File: src/rtl/mrc_pkg.sv
// Shared definitions for the MRC command sequencer: FSM states, op encodings
// and the default operand width.
package mrc_pkg;

  localparam int unsigned DEFAULT_WORD_LENGTH = 16;

  localparam logic OP_TWO = 1'b0;
  localparam logic OP_ONE = 1'b1;

  typedef enum logic [2:0] {
    ST_IDLE,
    ST_START,
    ST_WAIT_X,
    ST_LOAD_X,
    ST_WAIT_Y,
    ST_LOAD_Y,
    ST_WAIT_DONE,
    ST_RESP
  } state_e;

endpackage

File: src/rtl/mrc_sequencer_if.sv
// Host-side command and response streams of the MRC sequencer.
interface mrc_sequencer_if #(
  parameter int unsigned WORD_LENGTH = mrc_pkg::DEFAULT_WORD_LENGTH
);

  logic                     cmd_valid;
  logic                     cmd_ready;
  logic                     cmd_op;
  logic [WORD_LENGTH-1:0]   cmd_a;
  logic [WORD_LENGTH-1:0]   cmd_b;
  logic                     rsp_valid;
  logic                     rsp_ready;
  logic [2*WORD_LENGTH-1:0] rsp_result;
  logic                     rsp_error;
  logic                     rsp_timeout;

  modport master (
    output cmd_valid, cmd_op, cmd_a, cmd_b, rsp_ready,
    input  cmd_ready, rsp_valid, rsp_result, rsp_error, rsp_timeout
  );

  modport slave (
    input  cmd_valid, cmd_op, cmd_a, cmd_b, rsp_ready,
    output cmd_ready, rsp_valid, rsp_result, rsp_error, rsp_timeout
  );

endinterface

File: src/rtl/mrc_timeout_ctr.sv
// Wait-state watchdog: counts cycles while enabled and flags the last allowed
// cycle so the FSM can abort on the following edge.
module mrc_timeout_ctr #(
  parameter int unsigned TIMEOUT_CYCLES = 255
) (
  input  logic clk,
  input  logic reset,
  input  logic clear,
  input  logic enable,
  output logic hit
);

  localparam int unsigned CW = $clog2(TIMEOUT_CYCLES + 1);

  logic [CW-1:0] cnt;

  // hit is registered alongside cnt so it is true while cnt == TIMEOUT_CYCLES-1
  always_ff @(posedge clk) begin
    if (reset) begin
      cnt <= '0;
      hit <= 1'b0;
    end else if (clear) begin
      cnt <= '0;
      hit <= (TIMEOUT_CYCLES == 1);
    end else if (enable) begin
      cnt <= CW'(cnt + 1'b1);
      hit <= (CW'(cnt + 1'b1) == CW'(TIMEOUT_CYCLES - 1));
    end
  end

endmodule

File: src/rtl/mrc_sequencer.sv
// Drives the MRC start/load/ready protocol for one host command at a time and
// returns the captured result, error or timeout on the response stream.
module mrc_sequencer
  import mrc_pkg::*;
#(
  parameter int unsigned WORD_LENGTH    = DEFAULT_WORD_LENGTH,
  parameter int unsigned START_CYCLES   = 3,
  parameter int unsigned TIMEOUT_CYCLES = 255
) (
  input  logic                     clk,
  input  logic                     reset,
  mrc_sequencer_if.slave           host,
  output logic                     mrc_start,
  output logic                     mrc_load,
  output logic                     mrc_op,
  output logic [WORD_LENGTH-1:0]   mrc_data,
  input  logic                     mrc_ready,
  input  logic [2*WORD_LENGTH-1:0] mrc_result,
  input  logic                     mrc_x,
  input  logic                     mrc_y,
  input  logic                     mrc_error
);

  localparam int unsigned SW = $clog2(START_CYCLES + 1);

  state_e                 state;
  state_e                 next_state;
  logic [SW-1:0]          start_cnt;
  logic                   op_q;
  logic [WORD_LENGTH-1:0] a_q;
  logic [WORD_LENGTH-1:0] b_q;

  logic accept_c;
  logic done_c;
  logic abort_c;
  logic in_wait_c;
  logic to_hit;

  mrc_timeout_ctr #(
    .TIMEOUT_CYCLES(TIMEOUT_CYCLES)
  ) u_timeout (
    .clk    (clk),
    .reset  (reset),
    .clear  (!in_wait_c),
    .enable (in_wait_c),
    .hit    (to_hit)
  );

  always_ff @(posedge clk) begin
    if (reset) state <= ST_IDLE;
    else       state <= next_state;
  end

  // Awaited flag wins over timeout in the same cycle.
  always_comb begin
    next_state = state;
    accept_c   = 1'b0;
    done_c     = 1'b0;
    abort_c    = 1'b0;
    in_wait_c  = 1'b0;
    case (state)
      ST_IDLE: begin
        if (host.cmd_valid && host.cmd_ready) begin
          accept_c   = 1'b1;
          next_state = ST_START;
        end
      end
      ST_START: begin
        if (start_cnt == SW'(START_CYCLES - 1)) next_state = ST_WAIT_X;
      end
      ST_WAIT_X: begin
        in_wait_c = 1'b1;
        if (mrc_x) begin
          next_state = ST_LOAD_X;
        end else if (to_hit) begin
          abort_c    = 1'b1;
          next_state = ST_RESP;
        end
      end
      ST_LOAD_X: begin
        next_state = (op_q == OP_ONE) ? ST_WAIT_DONE : ST_WAIT_Y;
      end
      ST_WAIT_Y: begin
        in_wait_c = 1'b1;
        if (mrc_y) begin
          next_state = ST_LOAD_Y;
        end else if (to_hit) begin
          abort_c    = 1'b1;
          next_state = ST_RESP;
        end
      end
      ST_LOAD_Y: begin
        next_state = ST_WAIT_DONE;
      end
      ST_WAIT_DONE: begin
        in_wait_c = 1'b1;
        if (mrc_ready) begin
          done_c     = 1'b1;
          next_state = ST_RESP;
        end else if (to_hit) begin
          abort_c    = 1'b1;
          next_state = ST_RESP;
        end
      end
      ST_RESP: begin
        if (host.rsp_ready) next_state = ST_IDLE;
      end
      default: next_state = ST_IDLE;
    endcase
  end

  // Outputs are registered from next_state so they line up with the state.
  always_ff @(posedge clk) begin
    if (reset) begin
      start_cnt        <= '0;
      op_q             <= 1'b0;
      a_q              <= '0;
      b_q              <= '0;
      host.cmd_ready   <= 1'b0;
      host.rsp_valid   <= 1'b0;
      host.rsp_result  <= '0;
      host.rsp_error   <= 1'b0;
      host.rsp_timeout <= 1'b0;
      mrc_start        <= 1'b0;
      mrc_load         <= 1'b0;
      mrc_op           <= 1'b0;
      mrc_data         <= '0;
    end else begin
      start_cnt <= (state == ST_START) ? SW'(start_cnt + 1'b1) : '0;

      if (accept_c) begin
        op_q <= host.cmd_op;
        a_q  <= host.cmd_a;
        b_q  <= host.cmd_b;
      end

      host.cmd_ready <= (next_state == ST_IDLE);
      host.rsp_valid <= (next_state == ST_RESP);
      mrc_start      <= (next_state == ST_START);
      mrc_load       <= (next_state == ST_LOAD_X) || (next_state == ST_LOAD_Y);
      mrc_op         <= (next_state == ST_IDLE) ? 1'b0 : (accept_c ? host.cmd_op : op_q);

      if (next_state == ST_LOAD_X)      mrc_data <= a_q;
      else if (next_state == ST_LOAD_Y) mrc_data <= b_q;

      if (done_c) begin
        host.rsp_result  <= mrc_result;
        host.rsp_error   <= mrc_error;
        host.rsp_timeout <= 1'b0;
      end else if (abort_c) begin
        host.rsp_result  <= '0;
        host.rsp_error   <= 1'b0;
        host.rsp_timeout <= 1'b1;
      end
    end
  end

endmodule

File: src/flat_wrapper.sv
// flat-port wrapper written by rule: the top's interface ports become plain ports
module mrc_sequencer_flat import mrc_pkg::*;
#(
  parameter int unsigned WORD_LENGTH    = DEFAULT_WORD_LENGTH,
  parameter int unsigned START_CYCLES   = 3,
  parameter int unsigned TIMEOUT_CYCLES = 255
)
  (clk, reset, mrc_start, mrc_load, mrc_op, mrc_data, mrc_ready, mrc_result, mrc_x, mrc_y, mrc_error, host_cmd_valid, host_cmd_op, host_cmd_a, host_cmd_b, host_rsp_ready, host_cmd_ready, host_rsp_valid, host_rsp_result, host_rsp_error, host_rsp_timeout);
  mrc_sequencer_if #(.WORD_LENGTH(WORD_LENGTH)) host_i ();
  input  logic clk;
  input  logic reset;
  output logic mrc_start;
  output logic mrc_load;
  output logic mrc_op;
  output logic [WORD_LENGTH-1:0] mrc_data;
  input  logic mrc_ready;
  input  logic [2*WORD_LENGTH-1:0] mrc_result;
  input  logic mrc_x;
  input  logic mrc_y;
  input  logic mrc_error;
  input wire logic [$bits(host_i.cmd_valid)-1:0] host_cmd_valid;
  input wire logic [$bits(host_i.cmd_op)-1:0] host_cmd_op;
  input wire logic [$bits(host_i.cmd_a)-1:0] host_cmd_a;
  input wire logic [$bits(host_i.cmd_b)-1:0] host_cmd_b;
  input wire logic [$bits(host_i.rsp_ready)-1:0] host_rsp_ready;
  output wire logic [$bits(host_i.cmd_ready)-1:0] host_cmd_ready;
  output wire logic [$bits(host_i.rsp_valid)-1:0] host_rsp_valid;
  output wire logic [$bits(host_i.rsp_result)-1:0] host_rsp_result;
  output wire logic [$bits(host_i.rsp_error)-1:0] host_rsp_error;
  output wire logic [$bits(host_i.rsp_timeout)-1:0] host_rsp_timeout;
  assign host_i.cmd_valid = host_cmd_valid;
  assign host_i.cmd_op = host_cmd_op;
  assign host_i.cmd_a = host_cmd_a;
  assign host_i.cmd_b = host_cmd_b;
  assign host_i.rsp_ready = host_rsp_ready;
  assign host_cmd_ready = host_i.cmd_ready;
  assign host_rsp_valid = host_i.rsp_valid;
  assign host_rsp_result = host_i.rsp_result;
  assign host_rsp_error = host_i.rsp_error;
  assign host_rsp_timeout = host_i.rsp_timeout;
  mrc_sequencer #(.WORD_LENGTH(WORD_LENGTH), .START_CYCLES(START_CYCLES), .TIMEOUT_CYCLES(TIMEOUT_CYCLES)) u_core (.clk(clk), .reset(reset), .host(host_i), .mrc_start(mrc_start), .mrc_load(mrc_load), .mrc_op(mrc_op), .mrc_data(mrc_data), .mrc_ready(mrc_ready), .mrc_result(mrc_result), .mrc_x(mrc_x), .mrc_y(mrc_y), .mrc_error(mrc_error));
endmodule
File: config.mk
export PLATFORM = sky130hd
export DESIGN_NAME = mrc_sequencer_flat
export DESIGN_NICKNAME = d
export VERILOG_FILES = /design/src/rtl/mrc_pkg.sv /design/src/rtl/mrc_sequencer_if.sv /design/src/rtl/mrc_timeout_ctr.sv /design/src/rtl/mrc_sequencer.sv /design/src/flat_wrapper.sv
export SDC_FILE = /design/constraint.sdc
export NUM_CORES = 1
export LEC_CHECK = 0
export ABC_AREA = 1
export BUFFER_PORTS_ARGS = -buffer_cell sky130_fd_sc_hd__buf_2
export CAP_MARGIN = 10
export CORE_ASPECT_RATIO = 0.7
export CORE_MARGIN = 4
export CORE_UTILIZATION = 50
export DETAILED_ROUTE_END_ITERATION = 7
export PLACE_DENSITY = 0.82
export SYNTH_ARGS = -nofsm -noshare
export SYNTH_HDL_FRONTEND = slang
export SYNTH_SLANG_ARGS = --single-unit
File: constraint.sdc
create_clock -name clk -period 4.99 [get_ports clk]
set_clock_uncertainty 0.2 [all_clocks]
set_input_delay 0.2495 -clock clk [delete_from_list [all_inputs] [get_ports clk]]
set_output_delay 0.2495 -clock clk [all_outputs]
set_load 0.05 [all_outputs]
==> impl_metrics.ini <==
[status]
status = completed

[finish]
final_common_cell = nand2_1
final_cell_mix = nand2_1, buf_2, dfxtp_1, a21oi_1, dlygate4sd3_1
final_nets = 818
diodes = 0
area_growth_pct = 35.49
drive_gt1_share_pct = 24.36

[power]
combinationalPowerShare_pct = 9.5
power_leakage_nw = 2.624
p_int_w = 0.001263
p_per_area_nw_per_um2 = 286.6
pwr-share-seq_pct = 49.5
swShare_pct = 26.04
ir_worst_vdd_mv = 0.1609
clkPwrFrac_pct = 41.0
p_sw_w = 0.0004448

[synthesis]
synth_cell_types = 35
synth_top_family_by_area = simple AND/OR/NAND/NOR gates
synth_adder_area_share_pct = 0.8532
syn_area_per_cell_um2 = 7.678
yosysSeqAreaShare_pct = 46.42
syn_nets = 649
syn_area_um2 = 4399
synth-async-reset-ratio_pct = 0
synth_compound_gate_area_share_pct = 11.60
synthXorXnorAreaFrac_pct = 1.195
synth-edff-count = 0
netlist_instances = 573
ys_seq_elements = 102
ys_warn_count = 0
ys.flop_type = dfxtp_1
synthMuxAreaShare_pct = 0
synth_simple_gate_area_share_pct = 31.88

[routing]
vias = 4501
drc = 0
dr.pass1.iters = 5
via_per_inst = 5.191
drt_iter0_markers = 359
wl_per_cell_um = 14.78
ant_nets = 0
wirelength_um = 12810

[run]
drv_cap = 0

[worst_setup_path]
crit_required_ps = 5070
crit_arrival_ps = 2910
end_kind = flip-flop
path_max_fanout = 32
critPathKind = reg2reg
cp-start-kind = flip-flop

[sta]
fin_crit_sh_pct = 56.53
relSlewSlack_pct = 22.24
slew_viol_final = 0
finalHoldViolCount = 0
post-route-min-period_ps = 2821
setup_viol = 0
rsz0062_at_grt = false
finalSetupTns_ps = 0
hold_ws_ps = 20.89
max_freq_mhz = 354.5
worstMarginPinSlew_ps = 1165

[clock_tree]
ctsHoldBuffers = 65
cts_root_buf = clkbuf_16
path_clk_slew_ps = 70
cts_buffers = 9
cts_setup_buffers = 0
cts_sinks = 102
cts_tree = built
clk_path_buf_depth = 2
cts-htree-levels = 3
ctsResizeCount = 0
worstSkewPairLatency_ps = 350

[global_routing]
grt_max_degree = 43
track_usage_pct = 25.01
grt_pass1_wl_um = 20930
grt_antenna_before_repair = 0
grt_pass1_vias = 4453
grt_overflow = 0

[floorplan]
die_x_um = 120.1
fp.dieArea_um2 = 10390
die_h_um = 86.48
core_um2 = 8513
pin_count = 128
initial_core_util_pct = 51.68
fp-row-count = 28

[place]
io_buffers = 127
gp_congestion = 0.9488
place_hpwl_um = 8005

[min_path]
hp-class = in2reg
-- cell families after synthesis --
group                    after synthesis
AO/OA/AOI/OAI                         89
XOR/XNOR                               6
adder cells (fa/ha/maj)                3
buffers and inverters                 77
flip-flops                           102
AND/OR/NAND/NOR                      296
-- cell usage after synthesis (all sizes together) (2+ instances only) --
cell / instances / area [um^2]
o21ai: 4 / 23.77
a21oi: 67 / 335.3
inv: 37 / 141.4
clkbuf: 20 / 75.07
ha: 3 / 37.54
nand4: 37 / 246.5
nor2: 60 / 274.0
nor3: 6 / 30.03
clkinv: 2 / 7.510
nand2: 165 / 671.9
nand3: 26 / 165.2
buf: 18 / 130.1
a21boi: 15 / 112.6
xor2: 6 / 52.55
dfxtp: 102 / 2042
-- stage by stage --
step	util, %	worst slack (ps)	cells	cell area [um^2]	total power (W)
floorplan	-	3097	573	4399	0.0009379
global placement	58.85	2430	786	5010	0.0009794
detailed placement	58.85	2290	786	5010	0.0009831
CTS	70.02	2248	867	5961	0.001713
global route	70.02	1922	867	5961	0.001766
finish	70.02	2169	867	5961	0.001708
-- critical path, stage by stage (launching register included) --
cell     delay, ps
dfxtp_1        630
nand3_1        200
nand3_1        180
nand3_2        140
nor2_2         900
nand3_1        240
nand2_2        140
nor2_1          40
nor2_1          90
-- sequential cells by signal (all words and copies together) (netlist names) --
signal / cells
u_core.host.rsp_timeout: 1
u_core.mrc_op: 1
u_core.mrc_load: 1
u_core.host.rsp_result: 32
u_core.host.rsp_error: 1
u_core.start_cnt: 2
u_core.u_timeout.cnt: 8
u_core.op_q: 1
u_core.mrc_data: 16
u_core.host.rsp_valid: 1
u_core.u_timeout.hit: 1
u_core.b_q: 16
u_core.state: 3
u_core.a_q: 16
u_core.host.cmd_ready: 1
u_core.mrc_start: 1
-- per-layer routing --
layer,track usage (%),up-vias,share of wire [%]
li1,-,2201,-
met1,30.07,2056,41
met2,43.43,214,48
met3,6.980,30,8.0
met4,8.732,0,2.3
met5,0,-,0
-- power by group through the flow --
stage	sequential, W	clock [W]	combinational [W]
2_1_floorplan	0.000864	0	0.0000740
3_5_place_dp	0.000864	0	0.000119
5_1_grt	0.000847	0.000740	0.000178
3_3_place_gp	0.000863	0	0.000116
4_1_cts	0.000845	0.000709	0.000159
6_report	0.000846	0.000700	0.000163
-- path summary, 6_finish.rpt --
| kind | start | to | slack (ps) | depth (start not counted) |
|---|---|---|---|---|
| worst max-delay path | u_core.state[2]$_SDFF_PP0_ | u_core.mrc_data[12]$_SDFFE_PP0P_ | 2170 | 8 |
| worst min-delay path | host_cmd_op | u_core.op_q$_SDFF_PP0_ | 20 | 3 |
| worst max register to register | u_core.state[2]$_SDFF_PP0_ | u_core.mrc_data[12]$_SDFFE_PP0P_ | 2170 | 8 |
| worst min register to register | u_core.start_cnt[0]$_SDFF_PP0_ | u_core.start_cnt[0]$_SDFF_PP0_ | 220 | 1 |
-- cell type report --
cell class	count	area, um^2
repair buffers	196	1316
clock buffers	9	225.2
fillers	614	2552
flip-flops and latches	102	2042
inverters	39	148.9
multi-input cells	394	2003
well taps	120	150.1
clock inverters	7	75.07
Power figures use the tool's default switching activity.
